<file path="config.mk">
export PLATFORM = sky130hd
export DESIGN_NAME = pipe_stage_regs
export DESIGN_NICKNAME = d
export VERILOG_FILES = /design/src/rtl/rv32_pipeline_pkg.sv /design/src/rtl/fwd_mux.sv /design/src/rtl/pipe_stage_regs.sv
export SDC_FILE = /design/constraint.sdc
export NUM_CORES = 1
export LEC_CHECK = 0
export CORE_AREA = 2 2 173 175
export DETAILED_ROUTE_END_ITERATION = 8
export DIE_AREA = 0 0 175 177
export PLACE_DENSITY = 0.7
export SLEW_MARGIN = 20
export SYNTH_ARGS = -nofsm -noshare
export SYNTH_HDL_FRONTEND = slang
export SYNTH_HIERARCHICAL = 1
export SYNTH_SLANG_ARGS = --single-unit
</file>
<file path="constraint.sdc">
create_clock -name clk -period 3.54 [get_ports clk]
set_input_delay 0.885 -clock clk [delete_from_list [all_inputs] [get_ports clk]]
set_output_delay 0.885 -clock clk [all_outputs]
set_load 0.01 [all_outputs]
</file>
<file path="src/rtl/rv32_pipeline_pkg.sv">
// Shared RV32 pipeline types and constants.
//   reg_addr_t     : 5-bit architectural register index
//   forward_sel_t  : operand forwarding source select
//   NOP_INSTR      : canonical NOP (addi x0, x0, 0)
//   RESET_PC       : fetch address after reset
package rv32_pipeline_pkg;

  typedef logic [4:0] reg_addr_t;

  typedef enum logic [1:0] {
    FWD_NONE = 2'd0,
    FWD_MEM  = 2'd1,
    FWD_WB   = 2'd2
  } forward_sel_t;

  localparam logic [31:0] NOP_INSTR = 32'h0000_0013;
  localparam logic [31:0] RESET_PC  = 32'h0000_0000;

endpackage

</file>
<file path="src/rtl/fwd_mux.sv">
// 3:1 operand select for the ID/EX capture path.
//   sel_i       : forwarding source
//   rf_data_i   : register-file read data (default path)
//   mem_data_i  : EX/MEM result
//   wb_data_i   : WB result
//   data_o      : selected operand
module fwd_mux
  import rv32_pipeline_pkg::*;
(
  input  forward_sel_t sel_i,
  input  logic [31:0]  rf_data_i,
  input  logic [31:0]  mem_data_i,
  input  logic [31:0]  wb_data_i,
  output logic [31:0]  data_o
);

  // The unused encoding falls back to register-file data.
  always_comb begin
    data_o = rf_data_i;
    case (sel_i)
      FWD_MEM: data_o = mem_data_i;
      FWD_WB:  data_o = wb_data_i;
      default: data_o = rf_data_i;
    endcase
  end

endmodule

</file>
<file path="src/rtl/pipe_stage_regs.sv">
// PC, IF/ID and ID/EX pipeline registers with stall/bubble control,
// operand forwarding at ID/EX capture and saturating hazard counters.
//   clk, rst_n            : clock, synchronous active-low reset
//   branch_taken/_target  : PC redirect (wins over pc_stall)
//   if_instr, if_valid    : fetch data
//   *_stall, *_bubble     : hazard-unit controls
//   id_*                  : decoded fields and register-file data
//   forward_rs*, *_result : forwarding selects and sources
//   pc, if_id_*, id_ex_*  : registered stage outputs
//   stall_count           : cycles with pc_stall, saturating
//   bubble_count          : cycles with any bubble, saturating
module pipe_stage_regs
  import rv32_pipeline_pkg::*;
(
  input  logic         clk,
  input  logic         rst_n,
  input  logic         branch_taken,
  input  logic [31:0]  branch_target,
  input  logic [31:0]  if_instr,
  input  logic         if_valid,
  input  logic         pc_stall,
  input  logic         if_id_stall,
  input  logic         id_ex_stall,
  input  logic         if_id_bubble,
  input  logic         id_ex_bubble,
  input  reg_addr_t    id_rd,
  input  logic         id_regwrite,
  input  logic         id_mem_read_en,
  input  logic [31:0]  id_rs1_data,
  input  logic [31:0]  id_rs2_data,
  input  forward_sel_t forward_rs1,
  input  forward_sel_t forward_rs2,
  input  logic [31:0]  ex_mem_result,
  input  logic [31:0]  wb_result,
  output logic [31:0]  pc,
  output logic [31:0]  if_id_pc,
  output logic [31:0]  if_id_instr,
  output logic         if_id_valid,
  output logic [31:0]  id_ex_pc,
  output logic [31:0]  id_ex_rs1_data,
  output logic [31:0]  id_ex_rs2_data,
  output reg_addr_t    id_ex_rd,
  output logic         id_ex_regwrite,
  output logic         id_ex_mem_read_en,
  output logic         id_ex_valid,
  output logic [15:0]  stall_count,
  output logic [15:0]  bubble_count
);

  logic [31:0] pc_q, pc_d;
  logic [31:0] ifid_pc_q, ifid_pc_d, ifid_instr_q, ifid_instr_d;
  logic        ifid_vld_q, ifid_vld_d;
  logic [31:0] idex_pc_q, idex_pc_d, idex_rs1_q, idex_rs1_d, idex_rs2_q, idex_rs2_d;
  reg_addr_t   idex_rd_q, idex_rd_d;
  logic        idex_rw_q, idex_rw_d, idex_mr_q, idex_mr_d, idex_vld_q, idex_vld_d;
  logic [15:0] stall_cnt_q, stall_cnt_d, bub_cnt_q, bub_cnt_d;
  logic [31:0] rs1_fwd, rs2_fwd;

  fwd_mux u_fwd_rs1 (
    .sel_i(forward_rs1), .rf_data_i(id_rs1_data),
    .mem_data_i(ex_mem_result), .wb_data_i(wb_result), .data_o(rs1_fwd)
  );

  fwd_mux u_fwd_rs2 (
    .sel_i(forward_rs2), .rf_data_i(id_rs2_data),
    .mem_data_i(ex_mem_result), .wb_data_i(wb_result), .data_o(rs2_fwd)
  );

  always_comb begin
    // PC: branch beats stall; 32-bit wrap is intentional.
    pc_d = pc_q + 32'd4;
    if (branch_taken)  pc_d = branch_target;
    else if (pc_stall) pc_d = pc_q;

    ifid_pc_d    = ifid_pc_q;
    ifid_instr_d = ifid_instr_q;
    ifid_vld_d   = ifid_vld_q;
    if (if_id_bubble) begin
      ifid_pc_d    = 32'd0;
      ifid_instr_d = NOP_INSTR;
      ifid_vld_d   = 1'b0;
    end else if (!if_id_stall) begin
      ifid_pc_d    = pc_q;
      ifid_instr_d = if_valid ? if_instr : NOP_INSTR;
      ifid_vld_d   = if_valid;
    end

    idex_pc_d  = idex_pc_q;
    idex_rs1_d = idex_rs1_q;
    idex_rs2_d = idex_rs2_q;
    idex_rd_d  = idex_rd_q;
    idex_rw_d  = idex_rw_q;
    idex_mr_d  = idex_mr_q;
    idex_vld_d = idex_vld_q;
    if (id_ex_bubble) begin
      idex_pc_d  = 32'd0;
      idex_rs1_d = 32'd0;
      idex_rs2_d = 32'd0;
      idex_rd_d  = '0;
      idex_rw_d  = 1'b0;
      idex_mr_d  = 1'b0;
      idex_vld_d = 1'b0;
    end else if (!id_ex_stall) begin
      idex_pc_d  = ifid_pc_q;
      idex_rs1_d = rs1_fwd;
      idex_rs2_d = rs2_fwd;
      idex_rd_d  = id_rd;
      // An invalid slot must never write or load.
      idex_rw_d  = id_regwrite & ifid_vld_q;
      idex_mr_d  = id_mem_read_en & ifid_vld_q;
      idex_vld_d = ifid_vld_q;
    end

    stall_cnt_d = stall_cnt_q;
    if (pc_stall && stall_cnt_q != 16'hFFFF) stall_cnt_d = stall_cnt_q + 16'd1;
    bub_cnt_d = bub_cnt_q;
    if ((if_id_bubble || id_ex_bubble) && bub_cnt_q != 16'hFFFF) bub_cnt_d = bub_cnt_q + 16'd1;
  end

  always_ff @(posedge clk) begin
    if (!rst_n) begin
      pc_q         <= RESET_PC;
      ifid_pc_q    <= 32'd0;
      ifid_instr_q <= NOP_INSTR;
      ifid_vld_q   <= 1'b0;
      idex_pc_q    <= 32'd0;
      idex_rs1_q   <= 32'd0;
      idex_rs2_q   <= 32'd0;
      idex_rd_q    <= '0;
      idex_rw_q    <= 1'b0;
      idex_mr_q    <= 1'b0;
      idex_vld_q   <= 1'b0;
      stall_cnt_q  <= 16'd0;
      bub_cnt_q    <= 16'd0;
    end else begin
      pc_q         <= pc_d;
      ifid_pc_q    <= ifid_pc_d;
      ifid_instr_q <= ifid_instr_d;
      ifid_vld_q   <= ifid_vld_d;
      idex_pc_q    <= idex_pc_d;
      idex_rs1_q   <= idex_rs1_d;
      idex_rs2_q   <= idex_rs2_d;
      idex_rd_q    <= idex_rd_d;
      idex_rw_q    <= idex_rw_d;
      idex_mr_q    <= idex_mr_d;
      idex_vld_q   <= idex_vld_d;
      stall_cnt_q  <= stall_cnt_d;
      bub_cnt_q    <= bub_cnt_d;
    end
  end

  assign pc                = pc_q;
  assign if_id_pc          = ifid_pc_q;
  assign if_id_instr       = ifid_instr_q;
  assign if_id_valid       = ifid_vld_q;
  assign id_ex_pc          = idex_pc_q;
  assign id_ex_rs1_data    = idex_rs1_q;
  assign id_ex_rs2_data    = idex_rs2_q;
  assign id_ex_rd          = idex_rd_q;
  assign id_ex_regwrite    = idex_rw_q;
  assign id_ex_mem_read_en = idex_mr_q;
  assign id_ex_valid       = idex_vld_q;
  assign stall_count       = stall_cnt_q;
  assign bubble_count      = bub_cnt_q;

endmodule

</file>
==> impl_metrics.json <==
{
  "routed_wl_mm": 38.8,
  "vias": 10700,
  "synthTopCellsByArea": "dfxtp_1, mux2i_1, a22oi_1",
  "fp-row-count": 63,
  "synthFlopType": "dfxtp_1",
  "drt_iter0_markers": 839,
  "power_per_cell_area_mw_per_mm2": 418,
  "max_stage_delay_ps": 620,
  "n_fill_cell": 2641,
  "syn_to_final_growth_pct": 53.7,
  "reg2reg_depth": 5,
  "finalMaxSlewViolations": 0,
  "cts_setup_buffers": 0,
  "worstPathMaxFanout": 8,
  "arrival_ps": 1710,
  "synth_top_area_share_pct": 43.8,
  "crit_path_start_kind": "flop",
  "antenna_left": 0,
  "cts_tree": "built",
  "cts.sinks": 233,
  "cts_resized": 0,
  "reg2reg_slack_ps": 1150,
  "grt_pass1_wl_mm": 58.1,
  "drive_gt1_share_pct": 4.81,
  "critical_path.startpoint": "pc[7]",
  "drv_cap": 0,
  "io_pins": 445,
  "worstSkewPairLatency_ps": 530,
  "cts_root_buffer": "clkbuf_16",
  "skew_ps": 4.91,
  "end_kind": "output port",
  "cts_hold_buf": 0,
  "ys_seq_elements": 233,
  "dp_hpwl_mm": 28.2,
  "antenna_found_initial": 5,
  "synthTopCellsByCount": "dfxtp_1, nor2_1, mux2i_1",
  "grt_pass1_vias": 10200,
  "avgSynthCellArea_um2": 8.71,
  "numCtsBuffers": 28,
  "gp_congestion": 0.898,
  "syn_nets": 1442,
  "grt_overflow_total": 0,
  "criticalPathCategory": "reg2out",
  "grt_use_total_pct": 23.4,
  "yosysMostFrequentCell": "dfxtp_1",
  "yosysWarningCount": 6,
  "cts.clk_slew.worst_paths_ps": 60,
  "grt_max_degree": 105,
  "cts_max_level": 1,
  "initial_core_util_pct": 36.4,
  "final_nets": 1840,
  "die_x_um": 175,
  "status": "completed",
  "layout_min_cycle_time_ps": 2590,
  "max_freq_mhz": 386,
  "core_mm2": 0.0292,
  "die_h_um": 177,
  "vias_per_cell": 5.24,
  "async_flop_share_pct": 0,
  "maxSlewHeadroom_pct": 32.3,
  "critPathTopFamily": "buffers and inverters",
  "fin_crit_sh_pct": 73.2,
  "die_area_mm2": 0.0310,
  "ctsLongestPathBuffers": 3,
  "finalHoldViolations": 0,
  "wl_per_cell_um": 19.0,
  "worstMarginPinSlew_ps": 1010,
  "synth_edf_count": 0,
  "crit_cells": 1,
  "path_buf_inv": 1,
  "p_leak_nw": 6.13,
  "hold_class": "reg2reg",
  "worstHoldStart": "stall_count[9]",
  "path_cells": "clkdlybuf4s50_1",
  "setup_viol": 0,
  "utilization_pct": 56.0,
  "ys_seq_area_share_pct": 43.8,
  "yosys.area.top_type": "dfxtp_1",
  "postSynthCellCount": 1223,
  "ys_types": 52,
  "port_buffers": 444,
  "rsz0062_at_grt": "no",
  "finalSetupTns_ps": 0,
  "crit-reg2reg-launch": "pc[2]",
  "ir_worst_vdd_uv": 330,
  "drtPass1Iterations": 5,
  "hold_path_depth": 2,
  "drc": 0,
  "worstPathRequired_ps": 2650,
  "synth_area_mm2": 0.0107,
  "cp_slowest_cell": "clkdlybuf4s50_1"
}
==> area by class of cell <==
class / count / area, um^2 / share of cell area, %
Multi-Input combinational cell: 877 / 5510 / 33.6
Sequential cell: 233 / 4660 / 28.5
Tap cell: 390 / 488 / 2.98
Antenna cell: 5 / 12.5 / 0.0764
Timing Repair Buffer: 466 / 4660 / 28.5
Inverter: 15 / 56.3 / 0.344
Clock buffer: 39 / 803 / 4.90
Clock inverter: 12 / 185 / 1.13
==> logic make-up (layout without fill, tap and decap cells) <==
| group | after synthesis | count (layout) | synth area share (%) |
|---|---|---|---|
| flip-flops | 233 | 233 | 43.8 |
| other | 0 | 5 | 0 |
| multiplexers | 157 | 157 | 14.7 |
| AO/OA/AOI/OAI | 264 | 264 | 16.2 |
| XOR/XNOR | 13 | 13 | 1.07 |
| AND/OR/NAND/NOR | 436 | 436 | 18.6 |
| buffers and inverters | 113 | 532 | 4.73 |
| adder cells (fa/ha/maj) | 7 | 7 | 0.822 |
==> sequential cells by signal, indices dropped and copies added, names as in the netlist <==
register and count:
bubble_count 16, id_ex_mem_read_en 1, id_ex_pc 32, id_ex_rd 5, id_ex_regwrite 1, id_ex_rs1_data 32, id_ex_rs2_data 32, id_ex_valid 1
if_id_instr 32, if_id_pc 32, if_id_valid 1, pc 32, stall_count 16
==> power breakdown <==
| part | switching (mW) | total, mW | leakage, nW | internal [mW] |
|---|---|---|---|---|
| clock | 1.14 | 3.08 | 0.491 | 1.94 |
| sequential | 0.0845 | 2.78 | 1.89 | 2.70 |
| combinational | 0.456 | 0.990 | 3.75 | 0.533 |
| total | 1.68 | 6.85 | 6.13 | 5.17 |
==> cells in the final DEF, fill, tap and decap left out, types with 5 or more instances in the layout <==
master           count
o21ai_0             26
nor2_1             188
nand3_1             23
mux2i_1            157
clkbuf_1             6
clkinv_2             7
dfxtp_1            233
a21oi_1             27
or4_1               10
o21ai_1             60
nand2_1            116
nor3_1              12
and4_1               5
o211ai_1             5
nand4_1             15
ha_1                 5
nand2b_1            21
nor4_1              14
clkdlybuf4s50_1    441
a31oi_1              8
buf_12               5
inv_1               15
or3_1                8
o311a_1              6
o31a_1               5
buf_4               17
xnor2_1             12
clkbuf_16           29
o31ai_1              7
bufinv_16            5
a22oi_1             95
diode_2              5
==> layer usage <==
metal	GRT usage (%)	part of all wire, %	vias to the layer above
met4	6.28	2.0	0
met3	7.62	9.2	49
met1	28.2	40	5010
met2	40.2	49	434
met5	0	0	-
li1	-	-	5173
==> metrics by stage <==
stage          worst slack, ps  cell area [um^2]  cells  power, mW  hold slack, ps
2_1_floorplan             1230             10700   1223       3.28             498
3_3_place_gp               538             15400   1981       3.81             465
3_5_place_dp               544             15400   1981       3.82             476
4_1_cts                    924             16400   2032       6.92             487
5_1_grt                    878             16400   2037       7.11             507
6_report                   949             16400   2037       6.85             487
==> path summary, 6_finish.rpt <==
path | end
setup / recovery | pc[7]
hold / removal | stall_count[9]
setup reg to reg | pc[22]
hold reg to reg | stall_count[9]
No activity file was read; power rests on OpenSTA's default activity.
